`src/rtl/dyn_array_if.sv`:
```
// Append and read-out stream bundle for dyn_array_reader.
// master: the array block (accepts appends, drives elements); slave: its environment.
interface dyn_array_if #(
  parameter int unsigned WIDTH = 8,
  parameter int unsigned IDX_W = 4
);
  logic             wr_valid;
  logic [WIDTH-1:0] wr_data;
  logic             wr_ready;
  logic             out_valid;
  logic [WIDTH-1:0] out_data;
  logic [IDX_W-1:0] out_idx;
  logic             out_last;
  logic             out_ready;

  modport master (
    input  wr_valid, wr_data, out_ready,
    output wr_ready, out_valid, out_data, out_idx, out_last
  );

  modport slave (
    output wr_valid, wr_data, out_ready,
    input  wr_ready, out_valid, out_data, out_idx, out_last
  );
endinterface

```
`src/rtl/dyn_array_reader.sv`:
```
// Dynamic-array model: append-only storage, .size()/.delete(), and a valid/ready read-out.
// Optional DYN_ARRAY_READER_REVERSE_EN adds a 'rev' input for descending read-out.
module dyn_array_reader #(
  parameter int unsigned WIDTH     = 8,
  parameter int unsigned MAX_DEPTH = 16
) (
  input  logic        clk,
  input  logic        rst_n,
  input  logic        del,
  input  logic        start,
`ifdef DYN_ARRAY_READER_REVERSE_EN
  input  logic        rev,
`endif
  output logic [31:0] size_o,
  output logic        busy,
  output logic        done,
  dyn_array_if.master bus
);
  localparam int unsigned IDX_W = $clog2(MAX_DEPTH);
  localparam int unsigned SZ_W  = IDX_W + 1;

  typedef enum logic {IDLE, READ} state_t;

  state_t           state;
  logic [SZ_W-1:0]  size;
  logic [SZ_W-1:0]  size_m1;
  logic [IDX_W-1:0] rd_idx;
  logic             dir_rev;
  logic             rev_in;
  logic             last;
  logic             wr_fire;
  logic [WIDTH-1:0] mem [MAX_DEPTH];

`ifdef DYN_ARRAY_READER_REVERSE_EN
  assign rev_in = rev;
`else
  assign rev_in = 1'b0;
`endif

  assign size_m1     = size - SZ_W'(1);
  assign bus.wr_ready = (state == IDLE) && (size < SZ_W'(MAX_DEPTH)) && !del && !start;
  assign wr_fire     = bus.wr_valid && bus.wr_ready;

  // Final element is index 0 when descending, size-1 when ascending.
  assign last = dir_rev ? (rd_idx == '0) : ({1'b0, rd_idx} == size_m1);

  assign bus.out_valid = (state == READ);
  assign bus.out_data  = bus.out_valid ? mem[rd_idx] : '0;
  assign bus.out_idx   = bus.out_valid ? rd_idx : '0;
  assign bus.out_last  = bus.out_valid && last;
  assign busy          = (state == READ);
  assign size_o        = 32'(size);

  // Storage is deliberately not reset; only written locations are ever read.
  always_ff @(posedge clk) begin
    if (wr_fire) mem[size[IDX_W-1:0]] <= bus.wr_data;
  end

  // Control FSM; del overrides every other event in the same cycle.
  always_ff @(posedge clk or negedge rst_n) begin
    if (!rst_n) begin
      state   <= IDLE;
      size    <= '0;
      rd_idx  <= '0;
      dir_rev <= 1'b0;
      done    <= 1'b0;
    end else if (del) begin
      state  <= IDLE;
      size   <= '0;
      rd_idx <= '0;
      done   <= 1'b0;
    end else begin
      done <= 1'b0;
      case (state)
        IDLE: begin
          if (wr_fire) size <= size + SZ_W'(1);
          if (start) begin
            if (size != '0) begin
              state   <= READ;
              dir_rev <= rev_in;
              rd_idx  <= rev_in ? size_m1[IDX_W-1:0] : '0;
            end else begin
              done <= 1'b1;
            end
          end
        end
        READ: begin
          if (bus.out_ready) begin
            if (last) begin
              state  <= IDLE;
              rd_idx <= '0;
              done   <= 1'b1;
            end else begin
              rd_idx <= dir_rev ? rd_idx - IDX_W'(1) : rd_idx + IDX_W'(1);
            end
          end
        end
        default: state <= IDLE;
      endcase
    end
  end
endmodule
```
`src/flat_wrapper.sv`:
```
// flat-port wrapper written by rule: the top's interface ports become plain ports
module dyn_array_reader_flat 
#(
  parameter int unsigned WIDTH     = 8,
  parameter int unsigned MAX_DEPTH = 16
)
  (clk, rst_n, del, start, size_o, busy, done, bus_wr_valid, bus_wr_data, bus_out_ready, bus_wr_ready, bus_out_valid, bus_out_data, bus_out_idx, bus_out_last);
  dyn_array_if #(.WIDTH(WIDTH)) bus_i ();
  input  logic clk;
  input  logic rst_n;
  input  logic del;
  input  logic start;
  output logic [31:0] size_o;
  output logic busy;
  output logic done;
  input wire logic [$bits(bus_i.wr_valid)-1:0] bus_wr_valid;
  input wire logic [$bits(bus_i.wr_data)-1:0] bus_wr_data;
  input wire logic [$bits(bus_i.out_ready)-1:0] bus_out_ready;
  output wire logic [$bits(bus_i.wr_ready)-1:0] bus_wr_ready;
  output wire logic [$bits(bus_i.out_valid)-1:0] bus_out_valid;
  output wire logic [$bits(bus_i.out_data)-1:0] bus_out_data;
  output wire logic [$bits(bus_i.out_idx)-1:0] bus_out_idx;
  output wire logic [$bits(bus_i.out_last)-1:0] bus_out_last;
  assign bus_i.wr_valid = bus_wr_valid;
  assign bus_i.wr_data = bus_wr_data;
  assign bus_i.out_ready = bus_out_ready;
  assign bus_wr_ready = bus_i.wr_ready;
  assign bus_out_valid = bus_i.out_valid;
  assign bus_out_data = bus_i.out_data;
  assign bus_out_idx = bus_i.out_idx;
  assign bus_out_last = bus_i.out_last;
  dyn_array_reader #(.WIDTH(WIDTH), .MAX_DEPTH(MAX_DEPTH)) u_core (.clk(clk), .rst_n(rst_n), .del(del), .start(start), .size_o(size_o), .busy(busy), .done(done), .bus(bus_i));
endmodule
```
`config.mk`:
```
export PLATFORM = sky130hd
export DESIGN_NAME = dyn_array_reader_flat
export DESIGN_NICKNAME = d
export VERILOG_FILES = /design/src/rtl/dyn_array_if.sv /design/src/rtl/dyn_array_reader.sv /design/src/flat_wrapper.sv
export SDC_FILE = /design/constraint.sdc
export NUM_CORES = 1
export LEC_CHECK = 0
export CORE_UTILIZATION = 55
export DETAILED_ROUTE_END_ITERATION = 12
export DONT_BUFFER_PORTS = 1
export GPL_ROUTABILITY_DRIVEN = 0
export PLACE_DENSITY = 0.8
export SYNTH_ARGS = -nofsm -noshare
export SYNTH_HDL_FRONTEND = slang
export SYNTH_SLANG_ARGS = --single-unit
```
`constraint.sdc`:
```
create_clock -name clk -period 4.17 [get_ports clk]
set_clock_uncertainty 0.2 [all_clocks]
set_input_delay 0.417 -clock clk [delete_from_list [all_inputs] [get_ports clk]]
set_output_delay 0.417 -clock clk [all_outputs]
set_load 0.02 [all_outputs]
```
Yosys cells after proc, flatten, opt, wreduce, memory -nomap -nowiden
Memory sizes are Yosys's and may differ from the RTL's.
Index checks and enable logic that the tools add are counted.
{"block": "word_totals", "regBits": 11, "mem_bits_rw": 128, "inputBits": 14, "out_inout_bits": 49, "wordCells": 51, "memories": 1}
{"name": "u_core.mem", "depth": 16, "word_bits": 8, "rd": 1, "rd_ports_with_merged_regs": 0, "write_ports": 1, "line_no": "dyn_array_reader.sv:32", "source": "logic [WIDTH-1:0] mem [MAX_DEPTH];"}
{"block": "op_classes", "add_sub_neg": 3, "order_cmp": 1, "n_eq_ne": 5, "muxes": 25, "bitwise_logic": 1, "reduce_logical": 11}
{"op": "$mux W4", "n": 6}
{"op": "$mux W5", "n": 3}
{"op": "$mux W1", "n": 12}
{"op": "$ne A3 B3 Y1 const B", "n": 3}
{"op": "$mux W8", "n": 1}
{"op": "$pmux W4 S2", "n": 1}
{"op": "$add A5 B1 Y5 const B", "n": 1}
{"op": "$eq A4 B5 Y1", "n": 1}
{"op": "$logic_and A1 B1 Y1", "n": 5}
{"op": "$lt A5 B5 Y1 const B", "n": 1}
{"op": "$reduce_bool A5 Y1", "n": 1}
{"op": "$sub A5 B1 Y5 const B", "n": 1}
{"op": "$add A4 B1 Y4 const B", "n": 1}
{"op": "$pmux W1 S2", "n": 2}
{"op": "$reduce_and A3 Y1", "n": 1}
{"op": "$logic_not A1 Y1", "n": 2}
{"op": "$ne A2 B2 Y1 const B", "n": 1}
{"op": "$reduce_and A2 Y1", "n": 1}
{"op": "$reduce_bool A2 Y1", "n": 1}
{"op": "$not A1 Y1", "n": 1}

Logic depth before layout (Yosys ltp)
Gate-level depths: netlist of the first run.
{"block": "depth", "word_depth": 8, "depth_mapped": 7, "depth_no_buf": 7}

Least setup slack after synthesis of the first run
OpenSTA, ideal clock, no wires.
{"block": "synth_timing", "path_kind": "register to register", "from": "reg u_core.state, in the netlist u_core.bus.out_valid", "to": "mem u_core.mem[15][0], enable pin", "setup_time_ns": 0.374, "t_arrival_ns": 2.416, "t_required_ns": 3.596, "slack_ns": 1.181, "path_stages_with_launch": 7, "path_buffers": 2, "synth_period_minus_slack_ns": 2.989, "cell_sequence": "dfrtp_1 > clkbuf_1 > nor4_1 > and2_1 > buf_2 > nand2_1 > nor2_1"}
{"block": "synth_between", "elab_chain_len": 7}
{"item": "start, declared", "line_no": "dyn_array_reader.sv:24", "source": "state_t state;"}
{"item": "start signal, assigned", "line_no": "dyn_array_reader.sv:62", "source": "state <= IDLE;"}
{"item": "start signal, assigned", "line_no": "dyn_array_reader.sv:68", "source": "state <= IDLE;"}
{"item": "start signal, assigned", "line_no": "dyn_array_reader.sv:79", "source": "state <= READ;"}
{"item": "$not A1 Y1", "line_no": "dyn_array_reader.sv:41", "source": "assign bus.wr_ready = (state == IDLE) && (size < SZ_W'(MAX_DEPTH)) && !del && !start;"}
{"item": "$logic_and A1 B1 Y1 (3 in series)", "line_no": "dyn_array_reader.sv:41"}
{"item": "named net bus_wr_ready", "line_no": "flat_wrapper.sv:19", "source": "output wire logic [$bits(bus_i.wr_ready)-1:0] bus_wr_ready;"}
{"item": "$logic_and A1 B1 Y1", "line_no": "dyn_array_reader.sv:42", "source": "assign wr_fire = bus.wr_valid && bus.wr_ready;"}
{"item": "$mux W1", "line_no": "dyn_array_reader.sv:56", "source": "if (wr_fire) mem[size[IDX_W-1:0]] <= bus.wr_data;"}
{"item": "$mux W1 (not written as such)", "line_no": "dyn_array_reader.sv:56"}
{"item": "end, declared", "line_no": "dyn_array_reader.sv:32"}
The timed path passes the listed nets, and every way through them passes these cells.

Worst setup path after layout of the first run
{"block": "layout_timing", "from": "reg u_core.rd_idx[0]", "to": "out bus_out_data[2]"}
{"block": "layout_between", "elab_chain_len": 2}
{"item": "start, declared", "line_no": "dyn_array_reader.sv:27", "source": "logic [IDX_W-1:0] rd_idx;"}
{"item": "start signal, assigned", "line_no": "dyn_array_reader.sv:81", "source": "rd_idx <= rev_in ? size_m1[IDX_W-1:0] : '0;"}
{"item": "start signal, assigned", "line_no": "dyn_array_reader.sv:94", "source": "rd_idx <= dir_rev ? rd_idx - IDX_W'(1) : rd_idx + IDX_W'(1);"}
{"item": "$mem_v2 Z16 W8"}
{"item": "$mux W8", "line_no": "dyn_array_reader.sv:48", "source": "assign bus.out_data = bus.out_valid ? mem[rd_idx] : '0;"}
{"item": "end, declared", "line_no": "flat_wrapper.sv:21", "source": "output wire logic [$bits(bus_i.out_data)-1:0] bus_out_data;"}
No other way between the ends.

==> results of run 1 <==
power groups by stage:
stage	logic, mW	registers [mW]	clock network, mW
global route	0.125	1.54	1.55
CTS	0.115	1.54	1.49
detailed placement	0.0840	1.57	0
floorplan	0.0981	1.56	0
global placement	0.0824	1.57	0
finish	0.116	1.54	1.49
registers in the layout, summed over array words and instances, names as in the netlist:
register	count
u_core.mem	128
u_core.size	5
u_core.done	1
u_core.bus.out_valid	1
u_core.rd_idx	4
metrics by stage:
stage / total power [mW] / hold slack, ns / worst slack, ns / cell area, um^2 / std cells
3_5_place_dp: 1.651 / -0.07839 / 0.9819 / 5981 / 447
5_1_grt: 3.219 / 0.03274 / 0.3405 / 6694 / 491
6_report: 3.142 / 0.03412 / 0.4648 / 6694 / 491
2_1_floorplan: 1.661 / -0.07859 / 1.181 / 6047 / 346
3_3_place_gp: 1.649 / -0.07837 / 1.068 / 5981 / 447
4_1_cts: 3.148 / 0.02145 / 0.4052 / 6694 / 491
tightest hold or removal path: stages:
cell and delay, ns:
nand2b_1 0.10, a211oi_1 0.05, a21o_1 0.15
kinds of logic (layout without fill, tap and decap cells):
family	after synthesis	in the layout	synth area share, %
AND/OR/NAND/NOR	66	66	5.784
multiplexers	40	40	15.33
flip-flops	139	139	69.23
other	1	27	0.06303
adder cells (fa/ha/maj)	5	5	1.052
AO/OA/AOI/OAI	15	15	2.103
XOR/XNOR	8	8	1.178
buffers and inverters	46	55	5.257
layout make-up:
| cell class | count | area share [%] |
|---|---|---|
| multi-input cells | 161 | 24.13 |
| clock buffers | 20 | 6.654 |
| clock inverters | 12 | 2.206 |
| inverters | 2 | 0.1121 |
| repair buffers | 21 | 2.804 |
| flip-flops and latches | 139 | 61.55 |
| well taps | 136 | 2.542 |
timing repair:
item                                   in CTS  in global routing
endpoints found under the hold margin     150                  0
gates resized for setup                     0                  0
setup endpoints to repair                   0                  0
hold buffers                               12                  0
path summary, 6_finish.rpt:
kind,from,endpoint,slack [ns],cells after the start
worst max-delay path,u_core.rd_idx[0]$_DFFE_PN0P_,bus_out_data[2],0.46,4
worst min-delay path,del,u_core.rd_idx[2]$_DFFE_PN0P_,0.03,3
worst max register to register,u_core.size[0]$_DFFE_PN0P_,u_core.bus.out_valid$_DFF_PN0_,0.92,7
worst min register to register,u_core.size[4]$_DFFE_PN0P_,u_core.size[4]$_DFFE_PN0P_,0.60,1
max in group asynchronous,rst_n,u_core.rd_idx[0]$_DFFE_PN0P_,3.27,1
min in group asynchronous,rst_n,u_core.size[0]$_DFFE_PN0P_,0.12,1
synthesized netlist by cell type, drive strengths merged, types with 2 or more instances:
cell / count / share of area (%)
edfxtp: 128 / 65
buf: 40 / 4.9
mux4: 40 / 15
nor2: 21 / 1.3
and2: 14 / 1.5
dfrtp: 11 / 4.6
nand2: 9 / 0.57
nand2b: 6 / 0.63
ha: 5 / 1.1
xnor2: 5 / 0.74
a21oi: 4 / 0.34
clkbuf: 4 / 0.25
o21ai: 4 / 0.34
nand3: 3 / 0.25
nor2b: 3 / 0.32
or2: 3 / 0.32
xor2: 3 / 0.44
inv: 2 / 0.13
nor3: 2 / 0.17
metal layers:
metal  up-vias  track usage (%)  wire, um
li1       1238                -         -
met1      1521            30.53      4529
met2       157            34.17      5499
met3        12            5.763       884
met4         0            6.746        92
met5         -                0         0
==> metrics, run 1 <==
number of enable flip-flop cells after synthesis=about 130; DR vias/cell=5.963; Yosys cell types=38; port bufs=0; post-route setup TNS=0 ns; Max clock buf depth=2; Detail Placement HPWL=7.043 mm; status=completed; Pint=2.505 mW; Clock power frac=between 40% and 50%; fin nets=361; H-tree lvl count=4; switching share of power=approximately a fifth; # diodes=0; crit path kind=flip-flop to primary output; Yosys Warn Count=0; sequential standard cell area=0.004120 mm^2; first-pass GRT wire length=17.39 mm; CTS root buf=clkbuf_8; Logic pwr share=3.7%; crit-path max FO=26; TritonCTS buffer count=17; Lkg Pwr=2.186 nW; PwrDens=469.4 mW/mm^2; Hold WC Path Type=input pin to flip-flop; CP arrival=around 3.1 ns; drt first-iter violations=about 240; layout cell share with drive strength beyond 1=23.38%; critical-path cell list=buf_4 > mux4_1 > mux4_2 > and2_1; routed length per placed instance=22.41 um; Die Y=106.0 um; clock sinks=~140; fill count=slightly below 700; Worst Tran Pin Value=approximately 0.90 ns; CP top delay family=multiplexers; largest net degree at the start of global routing=27; sequential share of the synthesized area=about 70%; syn_area_per_cell=18.59 um^2; CTS tree=built; multi-input gate area in the final layout=about 0.0016 mm^2; crit path launch type=flip-flop; Post-synth ARST share=7.914%; MaxCap Viol Count=0; Area Overhead vs Synth=12.51%; die footprint=between 0.01 and 0.015 mm^2; Worst path slowest cell=dfrtp_2; die width=106.0 um; main flop type after synthesis=edfxtp_1; CP Data Required Time=3.55 ns; most frequent cells in the layout=edfxtp_1, mux4_2, conb_1; initial core utilization=57.12%; Clock transition at path regs=0.06 ns; final setup vio count=0; RSZ-0062 raised after global routing=false; synthesized flop and latch total=139; peak supply drop=335.3 uV; DRC viols=0; wirelength, routed=roughly 11 mm; total core area=around 0.010 mm^2; Final Max Tran Viols=0; GRT overflow=0; Worst setup EP type=primary output; synthesized area=0.005949 mm^2; Skew-Pair Late Insertion Delay=~0.52 ns; initial antenna violation count=0; fin crit period=3.705 ns; CP bufs+invs=1; Tcrit/Tclk final=88.85%; routed vias=2928; sw power=0.6367 mW; GRT Total Usage=21.86%; final hold vios=0; vias in the first global route=2988; Mapped Cells=320; # rows=37; drt first pass iters=5; top-level port count=63; Core Util, Final=64.26%; relative slew slack=~40%; Max Clock Freq=0.2699 GHz; Post-CTS Setup Inserts=0; Reg power frac=49.0%; leading cell type in the layout, fill and taps excluded=edfxtp_1; max incr delay on CP=0.90 ns; antenna-violating nets left=0
No activity file was read; power rests on OpenSTA's default activity.
==> inputs of run 2 (changes only) <==
--- a/config.mk
+++ b/config.mk
@@ -9,6 +9,7 @@
 export DETAILED_ROUTE_END_ITERATION = 12
 export DONT_BUFFER_PORTS = 1
 export GPL_ROUTABILITY_DRIVEN = 0
+export MAX_ROUTING_LAYER = met4
 export PLACE_DENSITY = 0.8
 export SYNTH_ARGS = -nofsm -noshare
 export SYNTH_HDL_FRONTEND = slang
==> run 2 against run 1 <==
First-iteration DRC count increased by 8.5%. Worst setup slack got worse by 0.015 ns. Wire length down 0.35%. Sequential share of layout area unchanged. Clock power barely moved. Maximum frequency decreased by 0.40%. Largest power group unchanged. Highest routed layer unchanged.
==> metrics, run 2 (synthesis results as in run 1) <==
status=completed; Inst Count DP=between 400 and 500; metal2 WL=5.463 mm; antenna-violating nets left=0; pre-CTS worst setup slack=0.9819 ns; wirelength, routed=around 11 mm; Final Max Tran Viols=0; crit path launch type=flip-flop; PwrDens=468.7 mW/mm^2; max incr delay on CP=about 0.92 ns; max reg flops=128; final hold vios=0; crit-path max FO=26; Worst path slowest cell=dfrtp_2; placed cell area=around 0.0060 mm^2; fin cells=491; routed vias=2866; final setup margin=approximately 0.45 ns; Final Cell Area=0.006694 mm^2; Detail Placement HPWL=7.043 mm; GRT overflow=0; fin nets=361; H-tree lvl count=4; Worst Tran Pin Value=around 0.92 ns; Tcrit/Tclk final=89.21%; die width=about 110 um; multi-input gate area in the final layout=0.001615 mm^2; cts repair resizes=0; fin crit period=3.720 ns; total core area=0.01042 mm^2; DR vias/cell=5.837; final setup vio count=0; # diodes=0; WL met3=approximately 800 um; highest routed layer=met4; Max Clock Freq=0.2688 GHz; fill count=682; DRC viols=0; first-pass GRT wire length=17.44 mm; largest net degree at the start of global routing=27; vias in the first global route=slightly below 3000; MaxCap Viol Count=0; # rows=37; Lkg Pwr=2.186 nW; Worst setup EP type=primary output; CTS root buf=clkbuf_8; Hold WC Path Type=input pin to flip-flop; port bufs=0; clock sinks=between 100 and 150; initial core utilization=57.12%; CP Data Required Time=about 3.6 ns; Reg2Reg Setup Slack=0.90 ns; sequential standard cell area=0.004120 mm^2; Area Overhead vs Synth=12.51%; peak supply drop=334.9 uV; CTS tree=built; Hold Slack=between 0.03 and 0.04 ns; relative slew slack=38.71%; CP arrival=3.10 ns; leading cell type in the layout, fill and taps excluded=edfxtp_1; drt first-iter violations=256; layout cell share with drive strength beyond 1=about a quarter; Skew-Pair Late Insertion Delay=0.52 ns; die footprint=0.01124 mm^2; RSZ-0062 raised after global routing=false; Clock transition at path regs=0.06 ns; Die Y=106.0 um; most frequent cells in the layout=edfxtp_1, mux4_2, conb_1; crit path kind=flip-flop to primary output; TritonCTS buffer count=17; post-route setup TNS=0 ns; critical-path cell list=buf_4 > mux4_1 > mux4_2 > and2_1; Max clock buf depth=2; initial antenna violation count=0; GRT Total Usage=22.58%; top-level port count=63; DRT met1 WL=between 4 and 5 mm; routed length per placed instance=22.33 um; drt first pass iters=4
run 2: worst max-delay path: cells and delay by family, from the launching register on:
kind          cells  cell delay (ns)
simple gates      1             0.24
mux               2             1.09
buf+inv           1             0.33
flops             1             0.92
run 2: per-layer routing:
metal	vias up	track usage (%)
met5	-	-
met4	0	7.044
met3	9	5.825
met2	130	34.31
met1	1489	30.44
li1	1238	-
run 2: area by class of cell:
cell class / instances / area share, %
inverter: 2 / 0.1121
timing repair buffer: 21 / 2.804
tap: 136 / 2.542
sequential: 139 / 61.55
clock inverter: 12 / 2.206
clock buffer: 20 / 6.654
multi-input combinational: 161 / 24.13
run 2: report_power, final:
part	internal (mW)	switching, mW
Combinational	0.0396	0.0756
Clock	0.937	0.547
Sequential	1.53	0.00972
Total	2.51	0.632
run 2: final timing paths:
kind | start | end | cells after the start
setup reg to reg | u_core.size[0]$_DFFE_PN0P_ | u_core.bus.out_valid$_DFF_PN0_ | 7
hold reg to reg | u_core.size[4]$_DFFE_PN0P_ | u_core.size[4]$_DFFE_PN0P_ | 1
max in group asynchronous | rst_n | u_core.rd_idx[0]$_DFFE_PN0P_ | 1
min in group asynchronous | rst_n | u_core.size[0]$_DFFE_PN0P_ | 1
hold / removal | del | u_core.rd_idx[2]$_DFFE_PN0P_ | 3
setup / recovery | u_core.rd_idx[0]$_DFFE_PN0P_ | bus_out_data[2] | 4
run 2: timing repair:
action / CTS / global route
buffers inserted: 0 / 0
hold buffers: 12 / 0
hold endpoints to repair: 150 / 0
run 2: metrics by stage:
stage	total power [mW]	utilization [%]
after floorplan	1.661	-
after global placement	1.649	57.42
after detailed placement	1.651	57.42
after CTS	3.148	64.26
after global routing	3.220	64.26
final	3.137	64.26
==> inputs of run 3 (changes only) <==
--- a/config.mk
+++ b/config.mk
@@ -5,12 +5,12 @@
 export SDC_FILE = /design/constraint.sdc
 export NUM_CORES = 1
 export LEC_CHECK = 0
-export CORE_UTILIZATION = 55
+export CORE_UTILIZATION = 25
 export DETAILED_ROUTE_END_ITERATION = 12
 export DONT_BUFFER_PORTS = 1
 export GPL_ROUTABILITY_DRIVEN = 0
 export MAX_ROUTING_LAYER = met4
-export PLACE_DENSITY = 0.8
+export PLACE_DENSITY = 0.48
 export SYNTH_ARGS = -nofsm -noshare
 export SYNTH_HDL_FRONTEND = slang
 export SYNTH_SLANG_ARGS = --single-unit
==> run 3 against run 2 <==
The flow now finishes with violations (design-rule violations). Count of clock-buffer cells in the layout shrank 2. Sequential share of layout area shrank 3.0 points. Utilization shrank 34 points. Final cell count grew 37%. Combinational power is essentially flat. Global-route usage shrank 11 points. Sequential power is essentially flat. Hold slack gained 0.027 ns. Non-clock buffer count shrank 2. Register-to-register slack gained 0.12 ns. Final area grew 5.2%. Largest cell class unchanged.
==> metrics, run 3 (synthesis results as in run 1) <==
Worst Hold Depth=3; initial antenna violation count=0; Final Cell Area=0.007042 mm^2; Final Max Tran Viols=0; final setup vio count=0; clock sinks=139; fin crit period=3.432 ns; Worst Tran Pin Value=1.081 ns; vias in the first global route=2927; WHS Endpoint=u_core.rd_idx[0]$_DFFE_PN0P_; H-tree lvl count=4; antenna-violating nets left=0; Lkg Pwr=2.247 nW; Clock transition at path regs=0.06 ns; drt first pass iters=9; Worst setup EP type=primary output; # diodes=0; Detail Placement HPWL=8.137 mm; crit path launch type=flip-flop; Die Y=roughly 160 um; routed length per placed instance=roughly 19 um; CTS root buf=clkbuf_16; die width=156.3 um; wirelength, routed=12.75 mm; Worst Hold Launch=bus_out_ready; first-pass GRT wire length=roughly 19 mm; CP Data Required Time=3.55 ns; GRT overflow=0; TritonCTS buffer count=17; leading cell type in the layout, fill and taps excluded=edfxtp_1; Hold Buf Count CTS=12; GRT Total Usage=11.56%; Reg2Reg Setup Slack=1.02 ns; Reg2Reg Depth=7; DRC viols=1; DR vias/cell=4.225; top-level port count=63; status=complete, but fails checks; Power, Total=3.435 mW; layout cell share with drive strength beyond 1=22.66%; Skew-Pair Late Insertion Delay=between 0.4 and 0.5 ns; worst r2r src=u_core.size[0]$_DFFE_PN0P_; max reg flops=around 130; die footprint=0.02442 mm^2; largest net degree at the start of global routing=25; crit path kind=flip-flop to primary output; post-route setup TNS=0 ns; routed vias=2839; final hold vios=0; Tcrit/Tclk final=slightly above 80%; initial core utilization=25.42%; Post-CTS Setup Inserts=0; Area Overhead vs Synth=18.36%; relative slew slack=27.65%; peak supply drop=303.4 uV; port bufs=0; failing checks=design-rule violations; drt first-iter violations=219; most frequent cells in the layout=edfxtp_1, mux4_2, conb_1; # rows=56; fin nets=about 360; capturing point of the worst reg2reg path=u_core.bus.out_valid$_DFF_PN0_; RSZ-0062 raised after global routing=false; total core area=0.02340 mm^2; placed cell area=0.006220 mm^2; crit-path max FO=8; CP arrival=around 2.8 ns; Hold WC Path Type=input pin to flip-flop; Max Clock Freq=0.2914 GHz; PwrDens=487.9 mW/mm^2; Inst Count DP=628; fin cells=672; Max clock buf depth=2; CTS tree=built; MaxCap Viol Count=0; cts repair resizes=0
[run 3: changes by cell type in the layout (fill, tap and decap cells not counted)]
cell        change
bufinv_16       +5
clkinvlp_4      -5
buf_4           -4
clkbuf_8        -3
buf_12          +2
clkbuf_16       +1
clkinv_1        +1
clkinv_4        +1
[run 3: worst max-delay path by stage]
| stage | cells past startpoint | endpoint | from | slack (ns) |
|---|---|---|---|---|
| finish | 6 | bus_out_last | u_core.size[0]$_DFFE_PN0P_ | 0.74 |
| global route | 6 | bus_out_last | u_core.size[0]$_DFFE_PN0P_ | 0.54 |
| CTS | 4 | bus_out_data[0] | u_core.rd_idx[0]$_DFFE_PN0P_ | 0.67 |
| detailed placement | 5 | u_core.mem[3][0]$_DFFE_PP_ | u_core.size[4]$_DFFE_PN0P_ | 1.08 |
| global placement | 4 | bus_out_data[0] | u_core.rd_idx[0]$_DFFE_PN0P_ | 1.12 |
| floorplan | 6 | u_core.mem[15][0]$_DFFE_PP_ | u_core.bus.out_valid$_DFF_PN0_ | 1.18 |
[run 3: metal layers]
metal,wire [um],vias to the layer above,global-route usage (%)
li1,-,1246,-
met1,5641,1494,15.17
met2,6275,95,17.64
met3,803,4,2.935
met4,27,0,3.361
met5,0,-,-
[run 3: stage by stage]
| step | setup WS (ns) | utilization (%) | hold WS, ns |
|---|---|---|---|
| floorplan | 1.181 | - | -0.07859 |
| global placement | 1.120 | 26.58 | -0.07833 |
| detailed placement | 1.082 | 26.58 | -0.07837 |
| CTS | 0.6714 | 30.09 | 0.04893 |
| global route | 0.5374 | 30.09 | 0.06117 |
| finish | 0.7383 | 30.09 | 0.06273 |
[run 3: area by class of cell]
class | instances | area [um^2]
fill | 2310 | 16360
sequential | 139 | 4120
multi-input combinational | 161 | 1615
clock buffer | 18 | 429.2
tap | 319 | 399.1
clock inverter | 14 | 272.8
timing repair buffer | 19 | 197.7
inverter | 2 | 7.507
[run 3: power by group]
| part | internal (mW) | leakage (nW) | switching (mW) | total, mW |
|---|---|---|---|---|
| sequential | 1.53 | 1.30 | 0.00872 | 1.54 |
| clock | 1.24 | 0.345 | 0.547 | 1.78 |
| combinational | 0.0392 | 0.600 | 0.0761 | 0.115 |
[run 3: worst max-delay path, cell delays in order (launching register included)]
cell       delay [ns]
dfrtp_1          0.61
inv_1            0.12
ha_1             0.30
xor2_1           0.17
o32a_1           0.31
a2111oi_2        0.57
and2_1           0.32
